$ cat src/rtl/rotary_dial_tracker.sv
// Quadrature dial front end: synchronizes and debounces RotA/RotB/CenterBtn,
// decodes detents into direction and a wrapping position, and pulses Center on press.
module rotary_dial_tracker #(
    parameter int unsigned DEBOUNCE_CYCLES = 4,
    parameter int unsigned COUNT_MAX       = 19
) (
    input  logic       Clk,
    input  logic       Rst,
    input  logic       RotA,
    input  logic       RotB,
    input  logic       CenterBtn,
    output logic [4:0] Count,
    output logic       Right,
    output logic       Left,
    output logic       Step,
    output logic       Center
);

    localparam int unsigned NUM_IN = 3;
    localparam int unsigned CNT_W  = $clog2(DEBOUNCE_CYCLES + 1);
    localparam int unsigned IDX_A  = 0;
    localparam int unsigned IDX_B  = 1;
    localparam int unsigned IDX_C  = 2;

    localparam logic [CNT_W-1:0] DB_LAST   = CNT_W'(DEBOUNCE_CYCLES - 1);
    localparam logic [4:0]       COUNT_TOP = 5'(COUNT_MAX);

    logic [NUM_IN-1:0] raw;
    logic [NUM_IN-1:0] meta;
    logic [NUM_IN-1:0] sync;
    logic [NUM_IN-1:0] filt;
    logic [NUM_IN-1:0] filt_q;
    logic [CNT_W-1:0]  db_cnt [NUM_IN];

    logic a_rise_c;
    logic btn_rise_c;

    assign raw = {CenterBtn, RotB, RotA};

    // Two-flop synchronizers for all raw contacts.
    always_ff @(posedge Clk) begin
        if (Rst) begin
            meta <= '0;
            sync <= '0;
        end else begin
            meta <= raw;
            sync <= meta;
        end
    end

    // Debounce: the filtered value follows a sample only after DEBOUNCE_CYCLES
    // consecutive disagreeing samples; any agreeing sample restarts the count.
    always_ff @(posedge Clk) begin
        if (Rst) begin
            filt <= '0;
            for (int i = 0; i < NUM_IN; i++) begin
                db_cnt[i] <= '0;
            end
        end else begin
            for (int i = 0; i < NUM_IN; i++) begin
                if (sync[i] != filt[i]) begin
                    if (db_cnt[i] == DB_LAST) begin
                        filt[i]   <= sync[i];
                        db_cnt[i] <= '0;
                    end else begin
                        db_cnt[i] <= db_cnt[i] + CNT_W'(1);
                    end
                end else begin
                    db_cnt[i] <= '0;
                end
            end
        end
    end

    assign a_rise_c   = filt[IDX_A] & ~filt_q[IDX_A];
    assign btn_rise_c = filt[IDX_C] & ~filt_q[IDX_C];

    // A detent is a rising edge of filtered A; filtered B picks the direction.
    always_ff @(posedge Clk) begin
        if (Rst) begin
            filt_q <= '0;
            Count  <= '0;
            Right  <= 1'b0;
            Left   <= 1'b0;
            Step   <= 1'b0;
            Center <= 1'b0;
        end else begin
            filt_q <= filt;
            Step   <= a_rise_c;
            Center <= btn_rise_c;
            if (a_rise_c) begin
                if (!filt[IDX_B]) begin
                    Count <= (Count >= COUNT_TOP) ? 5'd0 : Count + 5'd1;
                    Right <= 1'b1;
                    Left  <= 1'b0;
                end else begin
                    Count <= (Count == 5'd0 || Count > COUNT_TOP) ? COUNT_TOP : Count - 5'd1;
                    Right <= 1'b0;
                    Left  <= 1'b1;
                end
            end
        end
    end

endmodule

$ cat config.mk
export PLATFORM = sky130hd
export DESIGN_NAME = rotary_dial_tracker
export DESIGN_NICKNAME = d
export VERILOG_FILES = /design/src/rtl/rotary_dial_tracker.sv
export SDC_FILE = /design/constraint.sdc
export NUM_CORES = 1
export LEC_CHECK = 0
export BUFFER_PORTS_ARGS = -buffer_cell sky130_fd_sc_hd__buf_2
export CAP_MARGIN = 20
export CORE_MARGIN = 2
export CORE_UTILIZATION = 55
export DETAILED_ROUTE_END_ITERATION = 6
export PLACE_DENSITY = 0.78
export SYNTH_ARGS = -nofsm -noshare
export SYNTH_HDL_FRONTEND = slang
export SYNTH_SLANG_ARGS = --single-unit
$ cat constraint.sdc
create_clock -name Clk -period 1.7 [get_ports Clk]
set_input_delay 0.34 -clock Clk [delete_from_list [all_inputs] [get_ports Clk]]
set_output_delay 0.34 -clock Clk [all_outputs]
set_load 0.02 [all_outputs]
; ---- Yosys cells after proc, flatten, opt, wreduce, memory -nomap -nowiden
; Memories as Yosys holds them, arrays and structs flattened.
; Index checks and enable logic that the tools add are counted.
[totals]
output_inout_bits = 9
in_bits = 5
reg_bits = 21
memories = 1
mem_bits_rw = 9
[op_classes]
reduce_logical = 5
add_sub_neg = 5
n_lt_le_gt_ge = 2
bitwise_logic = 13
mux = 49
n_eq_ne = 6
[mem_list]
columns = memory, words, width, rd, rd_clocked_by_memory_dff, write_ports, line
row1 = db_cnt, 3, 3, 3, 0, 3, 33  ; logic [CNT_W-1:0] db_cnt [NUM_IN];
[ops]
columns = operator, n
row1 = 2-to-1 mux 1 bit, 37
row2 = 2-to-1 mux 3 bit, 9
row3 = 2-to-1 mux 5 bit, 3
row4 = "adder 3 x 1 -> 3 bit, second input constant", 3
row5 = "== test 3 x 2 -> 1 bit, second input constant", 3
row6 = OR 1 bit, 9
row7 = AND reduction 2 bit, 3
row8 = "adder 5 x 1 -> 5 bit, second input constant", 1
row9 = "greater-or-equal comparator 5 bit, second input constant", 1
row10 = "> comparator 5 bit, second input constant", 1
row11 = logical NOT 5 bit, 1
row12 = "subtractor 5 x 1 -> 5 bit, second input constant", 1
row13 = != test 1 bit, 3
row14 = bitwise AND 1 bit, 2
row15 = NOT 1 bit, 2
row16 = logical OR 1 bit, 1

; ---- Longest topological paths before layout
; Gate-level depths: netlist (run 1).
[depth]
depth_word = 8
mapped_depth = 6
mapped_depth_nobuf = 6

; ---- Least setup slack after synthesis (run 1)
; No wires, ideal clock.
[synth_path]
path_kind = reg-to-reg
from = reg Count[0]
to = reg Count[1]
t_arrival_ps = 1439
path_buffers = 0
stages_incl_launch_ff = 7
path_slack_ps = 143
t_required_ps = 1582
cell_sequence = dfxtp_1 > inv_1 > ha_1 > nor3b_2 > o22a_1 > o221ai_2 > a21oi_2
[synth_between]
elab_chain_len = 4
[synth_lines]
columns = element, line
row1 = from (decl), 12  ; output logic [4:0] Count,
row2 = from (signal assigned), 93  ; Count <= (Count >= COUNT_TOP) ? 5'd0 : Count + 5'd1;
row3 = from (signal assigned), 97  ; Count <= (Count == 5'd0 || Count > COUNT_TOP) ? COUNT_TOP : Count - 5'd1;
row4 = > comparator 5 bit or logical NOT 5 bit (tied branches), 97
row5 = logical OR 1 bit, 97
row6 = 2-to-1 mux 5 bit, 97
row7 = 2-to-1 mux 5 bit (*), 92  ; if (!filt[IDX_B]) begin
; Mark *: on every way between the ends. The rest lies on a longest branch, timed or not.
; A chain may end at the register's enable or synchronous reset.

; ---- Worst setup path after layout (run 1)
[layout_path]
from = reg Count[1]
to = reg Count[0]
; The elaborated chain is that of the path after synthesis.

==> results of run 1 <==
==> routing by layer <==
| layer | global-route usage | up-vias | wire length, µm |
|---|---|---|---|
| met2 | 0.2541 | 26 | 1036 |
| met5 | 0 | - | 0 |
| li1 | - | 500 | - |
| met3 | 0.05833 | 8 | 117 |
| met1 | 0.2067 | 438 | 1014 |
| met4 | 0.1453 | 0 | 62 |
==> area by class of cell <==
cell class / instances / area (µm²) / share of cell area
clock inverter: 2 / 10.01 / 0.006541
inverter: 9 / 33.78 / 0.02208
multi-input combinational: 96 / 655.6 / 0.4285
timing repair buffer: 15 / 80.08 / 0.05233
tap: 30 / 37.54 / 0.02453
sequential: 29 / 671.9 / 0.4391
clock buffer: 6 / 41.29 / 0.02698
==> worst max-delay path by stage <==
stage | cells after the start | to | slack, ns | start
4_1_cts | 6 | Count[1] | 0.1 | Count[0]
3_5_place_dp | 6 | Count[1] | 0.11 | Count[0]
2_1_floorplan | 6 | Count[1] | 0.14 | Count[0]
3_3_place_gp | 6 | Count[1] | 0.21 | Count[0]
5_1_grt | 6 | Count[0] | -0.04 | Count[1]
6_report | 6 | Count[0] | 0.08 | Count[1]
==> kinds of logic after synthesis <==
group,Yosys count
muxes,3
AOI/OAI and AO/OA,22
xor gates and xnor gates,4
buffers and inverters,15
other,1
and+or+nand+nor,50
adders and majority gates,8
DFF,29
==> layout by cell type (no fill, tap or decap), types with 2 or more instances in the layout <==
cell / count
sky130_fd_sc_hd__xnor2_1: 3
sky130_fd_sc_hd__a21o_1: 2
sky130_fd_sc_hd__inv_1: 9
sky130_fd_sc_hd__ha_1: 7
sky130_fd_sc_hd__o22ai_1: 2
sky130_fd_sc_hd__buf_2: 13
sky130_fd_sc_hd__nor2b_1: 11
sky130_fd_sc_hd__nor2_1: 13
sky130_fd_sc_hd__a21oi_1: 5
sky130_fd_sc_hd__buf_4: 2
sky130_fd_sc_hd__clkinv_2: 2
sky130_fd_sc_hd__mux2i_1: 3
sky130_fd_sc_hd__clkbuf_4: 5
sky130_fd_sc_hd__a311oi_1: 2
sky130_fd_sc_hd__edfxtp_1: 9
sky130_fd_sc_hd__or3_1: 3
sky130_fd_sc_hd__nand2_1: 8
sky130_fd_sc_hd__nand3_1: 2
sky130_fd_sc_hd__conb_1: 9
sky130_fd_sc_hd__dfxtp_1: 19
==> Yosys cell counts (all sizes together), types with 2 or more instances <==
library cell | count | area share
buf | 6 | 0.032
nor2 | 13 | 0.036
or3 | 3 | 0.014
and2b | 2 | 0.012
a21o | 2 | 0.011
a311oi | 2 | 0.013
xnor2 | 3 | 0.019
nor2b | 11 | 0.050
mux2i | 3 | 0.022
a21oi | 6 | 0.025
o22ai | 2 | 0.0092
ha | 8 | 0.073
dfxtp | 20 | 0.29
edfxtp | 9 | 0.20
o21ai | 2 | 0.0073
inv | 9 | 0.025
nand3 | 2 | 0.0073
nor3b | 3 | 0.024
nand2 | 8 | 0.022
==> flip-flops by register name, indices dropped and copies added, names as in the netlist, 2 cells and up <==
register / flops
db_cnt: 9
Count: 5
filt: 3
meta: 3
sync: 3
filt_q: 2
==> power groups by stage <==
| stage | Combinational [mW] | Clock [mW] | Sequential (mW) |
|---|---|---|---|
| detailed placement | 0.0476 | 0 | 0.755 |
| CTS | 0.0479 | 0.388 | 0.738 |
| finish | 0.0484 | 0.376 | 0.738 |
| global placement | 0.0457 | 0 | 0.753 |
| global route | 0.0567 | 0.419 | 0.740 |
| floorplan | 0.0361 | 0 | 0.753 |
==> metrics by stage <==
step                total power [mW]  instances  hold WS [ns]    util  instance area [µm²]
CTS                            1.175        187        0.2228  0.6308                 1520
finish                         1.163        187        0.2344  0.6350                 1530
global route                   1.216        187        0.2374  0.6350                 1530
floorplan                     0.7889        140        0.3674       -                 1395
global placement              0.7990        179        0.3718  0.6096                 1469
detailed placement            0.8022        179        0.3912  0.6096                 1469
==> worst register-to-register path, cell delays in order (launching register included) <==
cell	delay (ns)
sky130_fd_sc_hd__dfxtp_1	0.38
sky130_fd_sc_hd__inv_1	0.10
sky130_fd_sc_hd__ha_2	0.21
sky130_fd_sc_hd__nor3b_4	0.22
sky130_fd_sc_hd__o22a_1	0.22
sky130_fd_sc_hd__nand2_1	0.08
sky130_fd_sc_hd__a311oi_1	0.32
==> qor.txt, run 1 <==
CRITICAL PATH
-----------------------------------------------------------------------------------------------
Worst reg2reg path endpoint                                                            Count[0]
RR Startpoint                                                                          Count[1]
Startpoint type of the worst setup path                                                register
Kind of cell with the highest combined delay on the critical path                  compound AO/OA/AOI/OAI gates
Worst EP required                                                                       1.91 ns
CP Class                                                                           register to register
Depth of the worst register-to-register path                                                  6
Buffers & Inverters on Critical Path                                                          1
Largest incremental delay on the critical path                                          0.38 ns
Critical-path cell list                                                            inv_1 -> ha_2 -> nor3b_4 -> o22a_1 -> nand2_1 -> a311oi_1
Worst Path Arrival                                                                      1.83 ns
Slack of the worst reg-to-reg path                                                      0.08 ns
CP max-delay cell                                                                  sky130_fd_sc_hd__dfxtp_1
CP Capture Type                                                                        register
Critical path fanouts, max                                                                    8

YOSYS
-----------------------------------------------------------------------------------------------
Post-Synth XOR/XNOR Area                                                                0.02566
Fraction of the mapped netlist area in simple logic gates                                0.2053
Number of flops mapped to enable cells by yosys                                               9
Dominant register cell in the synthesized netlist                                  sky130_fd_sc_hd__dfxtp_1
Synth Register Bits                                                                          29
Compound-Gate Fraction of Synth Area                                                     0.1228
Number of warnings issued by yosys                                                            0
Largest family of logic cells by synthesized area                                  simple AND/OR/NAND/NOR gates
Sequential cell area fraction in the yosys report                                        0.4913
Post-synthesis instance area                                                       0.001365 mm²
Fraction of the mapped netlist area in adder cells                                      0.07333
Mean instance size in the synthesized netlist                                         10.34 µm²
Fraction of synthesis flops using an asynchronous set or reset pin                            0
Cell count after synthesis                                                                  132
Fraction of synthesized area in multiplexers                                            0.02200
Post-synth cell types                                                                        44

FINAL LAYOUT
-----------------------------------------------------------------------------------------------
Final nets                                                                                  169
Antenna fix cells                                                                             0
Filler Cell Count                                                                           208
Layout cell share with drive strength beyond 1                                           0.1911
Area delta synth->final                                                                  12.10%

STA
-----------------------------------------------------------------------------------------------
Post-route fraction of the period consumed by the critical path                          0.9538
Setup tns final                                                                            0 ns
Endpoints failing hold                                                                        0
Max-slew violation total from the final report                                                0
Max frequency                                                                         616.7 MHz
Final worst path period need                                                           1.621 ns
Minimum setup slack in the final design                                              0.07856 ns
Final Setup Violations                                                                        0
Worst Clk Skew                                                                      0.007492 ns

FLOORPLAN
-----------------------------------------------------------------------------------------------
Die outline area                                                                   0.002897 mm²
Height of the die                                                                      53.82 µm
Effective utilization at floorplan                                                       0.5665
Die width                                                                              53.82 µm
Area of the core region                                                            0.002410 mm²
FP Rows                                                                                      18
Number of top-level pins                                                                     14

CLOCKING
-----------------------------------------------------------------------------------------------
Clk root buf                                                                       sky130_fd_sc_hd__clkbuf_4
Clock input transition at the sequential cells of the worst setup and hold paths        0.09 ns
Sink Count                                                                                   29
TritonCTS clock tree                                                                        yes
Worst-skew pair later-pin latency                                                       0.31 ns
Hold buffers post-CTS                                                                         0
# H-tree levels                                                                               2
Clock Tree Buf Depth                                                                          2
Post-cts repair resize count                                                                  0
Post-CTS Setup Inserts                                                                        0
Number of clock buffers inserted by TritonCTS                                                 5

ROUTE
-----------------------------------------------------------------------------------------------
Sum of routed wire length over all layers                                               2230 µm
Per-cell via count in the routed design                                                   5.198
Via count                                                                                   972
Final routed DRC violation total                                                              0
Per-cell routed wire length                                                            11.93 µm
Number of DRC markers in iteration 0                                                         10
Length of the first detailed-routing pass in iterations                                       4
Remaining number of nets flagged by the antenna check after routing                           0

GLOBAL ROUTE
-----------------------------------------------------------------------------------------------
All-Layer GR Usage                                                                       0.1748
Global-route wire length before repair                                                  3463 µm
Total congestion overflow                                                                     0
Initial antenna violation count                                                               0
Number of global-route vias before repair                                                   835
Largest net degree at the start of global routing                                            23

POWER AND IR DROP
-----------------------------------------------------------------------------------------------
Net Sw Frac                                                                              0.2191
Share of power burned in registers                                                        0.635
Net switching power                                                                   0.2548 mW
Power Internal                                                                        0.9080 mW
Clock network power share                                                                 0.324
Power density over the cells                                                       759.9 mW/mm²
Logic gate share of total power                                                           0.042
Worst IR Drop VDD                                                                     0.6953 mV
Leakage power                                                                         0.6531 nW

MIN PATH
-----------------------------------------------------------------------------------------------
End point of the worst hold path                                                        meta[2]
Min-Delay Startpoint                                                                  CenterBtn
HP Class                                                                           input pin to register
Hold-critical path depth                                                                      2

OUTCOME
-----------------------------------------------------------------------------------------------
Status                                                                                completed

PLACED DESIGN
-----------------------------------------------------------------------------------------------
Place WS                                                                              0.1124 ns
Placer congestion estimate                                                               0.7919
Number of port buffers                                                                       13
Placed wire-length estimate                                                             1617 µm

RUN
-----------------------------------------------------------------------------------------------
Max-Cap Viols                                                                                 0

No activity file was read; power rests on OpenSTA's default activity.
==> run 2, diff against run 1 <==
ABC_AREA = 1   (was default)
PLACE_DENSITY = 0.86   (was 0.78)
==> qor.txt, run 2 <==
OUTCOME
-----------------------------------------------------------------------------------------------
Status                                                                                completed

MIN PATH
-----------------------------------------------------------------------------------------------
Min-Delay Startpoint                                                                  CenterBtn
HP Class                                                                           input pin to register
End point of the worst hold path                                                        meta[2]
Hold-critical path depth                                                                      3   +1

CRITICAL PATH
-----------------------------------------------------------------------------------------------
Worst reg2reg path endpoint                                                            Count[2]
CP max-delay cell                                                                  sky130_fd_sc_hd__dfxtp_1
Buffers & Inverters on Critical Path                                                          1   unchanged
RR Startpoint                                                                          Count[0]
Slack of the worst reg-to-reg path                                                      0.26 ns   +0.18 ns
Startpoint type of the worst setup path                                                register
Critical path fanouts, max                                                                    9   +1
Depth of the worst register-to-register path                                                  9   +3
Worst Path Arrival                                                                      1.13 ns   -0.70 ns
Kind of cell with the highest combined delay on the critical path                    flip-flops
CP Class                                                                           register to primary output
Largest incremental delay on the critical path                                          0.56 ns   +0.18 ns
CP Capture Type                                                                    primary output
Critical-path cell list                                                                   buf_2
Worst EP required                                                                       1.36 ns   -0.55 ns

YOSYS
-----------------------------------------------------------------------------------------------
Dominant register cell in the synthesized netlist                                  sky130_fd_sc_hd__dfxtp_1
Yosys top cell by area                                                             sky130_fd_sc_hd__dfxtp_1
Fraction of synthesis flops using an asynchronous set or reset pin                            0   unchanged
Mean instance size in the synthesized netlist                                         8.278 µm²   -20%
Cells taking the most area after synthesis                                         sky130_fd_sc_hd__dfxtp_1 29%, sky130_fd_sc_hd__edfxtp_1 20%, sky130_fd_sc_hd__nor2_1 9.4%, sky130_fd_sc_hd__inv_1 7.5%, sky130_fd_sc_hd__ha_1 7.4%
Fraction of the mapped netlist area in simple logic gates                                0.2544   +0.04906
Commonest cells post-synth                                                         34 x sky130_fd_sc_hd__nor2_1, 27 x sky130_fd_sc_hd__inv_1, 21 x sky130_fd_sc_hd__nand2_1
Synth Register Bits                                                                          29   unchanged
Post-synthesis instance area                                                       0.001358 mm²   -0.55%
Post-synth top area share                                                                0.2949   +0.001622
Sequential cell area fraction in the yosys report                                        0.4940   +0.002717
Post-Synth XOR/XNOR Area                                                                0.02581   +0.0001419
Number of warnings issued by yosys                                                            0   unchanged
Fraction of the mapped netlist area in adder cells                                      0.07373   +0.0004055
Number of flops mapped to enable cells by yosys                                               9   unchanged
Cell count after synthesis                                                                  164   +24%
Fraction of synthesized area in multiplexers                                                  0   -0.02200
Largest family of logic cells by synthesized area                                  simple AND/OR/NAND/NOR gates
Cell with the most instances after synthesis                                       sky130_fd_sc_hd__nor2_1
Post-synth cell types                                                                        23   -48%
Compound-Gate Fraction of Synth Area                                                    0.06083   -0.06199

POWER AND IR DROP
-----------------------------------------------------------------------------------------------
Leakage power                                                                         0.7529 nW   +15%
Power density over the cells                                                       886.3 mW/mm²   +17%
Worst IR Drop VDD                                                                     0.7562 mV   +8.7%

GLOBAL ROUTE
-----------------------------------------------------------------------------------------------
Initial antenna violation count                                                               0   unchanged
Number of global-route vias before repair                                                  1003   +20%
Largest net degree at the start of global routing                                            17   -26%
All-Layer GR Usage                                                                       0.2126   +0.03782
Global-route wire length before repair                                                  4160 µm   +20%
Total congestion overflow                                                                     0   unchanged

FINAL LAYOUT
-----------------------------------------------------------------------------------------------
Final nets                                                                                  202   +20%
Leading cell type in the layout, fill and taps excluded                            sky130_fd_sc_hd__nor2_1
Most flop-heavy register                                                                 db_cnt
Filler Cell Count                                                                           199   -4.3%
Design area                                                                        0.001555 mm²   +1.6%
Layout cell share with drive strength beyond 1                                           0.1526   -0.03845
Area delta synth->final                                                                  14.56%
Largest register FFs                                                                          9   unchanged
Registers with the most flip-flops                                                 db_cnt: 9 flops, Count: 5 flops
Commonest cells after routing, fill and taps aside                                 34 x sky130_fd_sc_hd__nor2_1, 27 x sky130_fd_sc_hd__inv_1, 21 x sky130_fd_sc_hd__nand2_1
Antenna fix cells                                                                             0   unchanged

PLACED DESIGN
-----------------------------------------------------------------------------------------------
Cell Area, Placed                                                                  0.001471 mm²   +0.17%
Place WS                                                                              0.2895 ns   +0.1771 ns
Placed wire-length estimate                                                             1883 µm   +16%
Placer congestion estimate                                                               0.8525   +7.7%
Number of port buffers                                                                       13   unchanged

STA
-----------------------------------------------------------------------------------------------
Endpoints failing hold                                                                        0   unchanged
Worst Clk Skew                                                                      0.004431 ns   -0.003062 ns
Max-slew violation total from the final report                                                0   unchanged
Minimum setup slack in the final design                                               0.2350 ns   +0.1564 ns
Setup tns final                                                                            0 ns   unchanged
Max frequency                                                                         682.6 MHz   +11%
Unrepaired setup endpoints after global routing                                              no
Post-route fraction of the period consumed by the critical path                          0.8618   -0.09201
Final Setup Violations                                                                        0   unchanged
Final worst path period need                                                           1.465 ns   -0.1564 ns

FLOORPLAN
-----------------------------------------------------------------------------------------------
Die width                                                                              53.68 µm   -0.26%
Height of the die                                                                      53.68 µm   -0.26%
Effective utilization at floorplan                                                       0.5633   -0.003115
FP Rows                                                                                      18   unchanged
Die outline area                                                                   0.002882 mm²   -0.52%
Number of top-level pins                                                                     14   unchanged
Area of the core region                                                            0.002410 mm²   unchanged

CLOCKING
-----------------------------------------------------------------------------------------------
Number of clock buffers inserted by TritonCTS                                                 5   unchanged
Post-CTS Setup Inserts                                                                        0   unchanged
Post-cts repair resize count                                                                  0   unchanged
Worst-skew pair later-pin latency                                                       0.33 ns   +0.02 ns
# H-tree levels                                                                               2   unchanged
Sink Count                                                                                   29   unchanged
Clock input transition at the sequential cells of the worst setup and hold paths        0.09 ns   about the same
Clk root buf                                                                       sky130_fd_sc_hd__clkbuf_4
TritonCTS clock tree                                                                        yes
Hold buffers post-CTS                                                                         0   unchanged
Clock Tree Buf Depth                                                                          2   unchanged

ROUTE
-----------------------------------------------------------------------------------------------
Routed length on met1                                                                   1053 µm   +3.8%
Per-cell routed wire length                                                            11.42 µm   -4.2%
Final routed DRC violation total                                                              0   unchanged
Per-cell via count in the routed design                                                   4.745   -8.7%
Remaining number of nets flagged by the antenna check after routing                           0   unchanged
Number of DRC markers in iteration 0                                                         14   +4
Via count                                                                                  1044   +7.4%
Highest routed layer                                                                       met4
Detailed route wirelength on metal2                                                     1306 µm   +26%
Sum of routed wire length over all layers                                               2513 µm   +13%
Detailed route wirelength on metal3                                                      106 µm   -9.4%
Length of the first detailed-routing pass in iterations                                       6   +2

RUN
-----------------------------------------------------------------------------------------------
Max-Cap Viols                                                                                 0   unchanged

run 2: cell count changes after synthesis, moves of 6 or more:
cell | previous run | this run
sky130_fd_sc_hd__nor2_1 | 13 | 34
sky130_fd_sc_hd__inv_1 | 9 | 27
sky130_fd_sc_hd__nand2_1 | 8 | 21
sky130_fd_sc_hd__nor2b_1 | 11 | 0
sky130_fd_sc_hd__nand3_1 | 2 | 8
sky130_fd_sc_hd__o21ai_0 | 1 | 7
run 2: through the flow:
| step | hold slack (ns) | power [mW] | instances | util |
|---|---|---|---|---|
| 4_1_cts | 0.1973 | 1.391 | 220 | 0.6454 |
| 3_5_place_dp | 0.3947 | 0.8533 | 212 | 0.6106 |
| 5_1_grt | 0.1760 | 1.443 | 220 | 0.6454 |
| 3_3_place_gp | 0.3832 | 0.8467 | 212 | 0.6106 |
| 6_report | 0.2046 | 1.378 | 220 | 0.6454 |
| 2_1_floorplan | 0.3732 | 0.8280 | 172 | - |
run 2: cell type report:
type	count	area, µm²	share of cell area
flip-flops and latches	29	670.6	0.4312
multi-input cells	113	596.8	0.3837
inverters	27	101.3	0.06516
clock buffers	7	76.32	0.04907
repair buffers	13	65.06	0.04183
well taps	30	37.54	0.02414
clock inverters	1	7.507	0.004827
run 2: routing by layer:
metal / vias to the layer above / global-route usage
met5: - / 0
met4: 0 / 0.1026
met3: 4 / 0.07500
met2: 19 / 0.3780
met1: 463 / 0.2199
li1: 558 / -
run 2: report_power, final:
group,internal [mW],switching [mW],leakage (nW)
clock network,0.290,0.250,0.0427
logic,0.0292,0.0558,0.454
registers,0.739,0.0143,0.256
total,1.06,0.320,0.753
run 2: how the worst max path moves through the flow:
stage | start | to | slack, ns | cells past startpoint
global route | Count[0] | Count[2] | 0.12 | 9
detailed placement | Count[0] | Count[2] | 0.29 | 9
finish | Count[2] | Count[2] | 0.23 | 1
CTS | Count[2] | Count[2] | 0.23 | 1
global placement | Count[0] | Count[4] | 0.36 | 8
floorplan | Count[0] | Count[3] | 0.31 | 9
run 2: kinds of logic (layout without fill, tap and decap cells):
group / count (synthesis) / in the layout
simple gates: 76 / 76
flops: 29 / 29
xor+xnor: 4 / 4
buf+inv: 30 / 48
fa+ha+maj: 8 / 8
other cells: 1 / 9
compound gates: 16 / 16
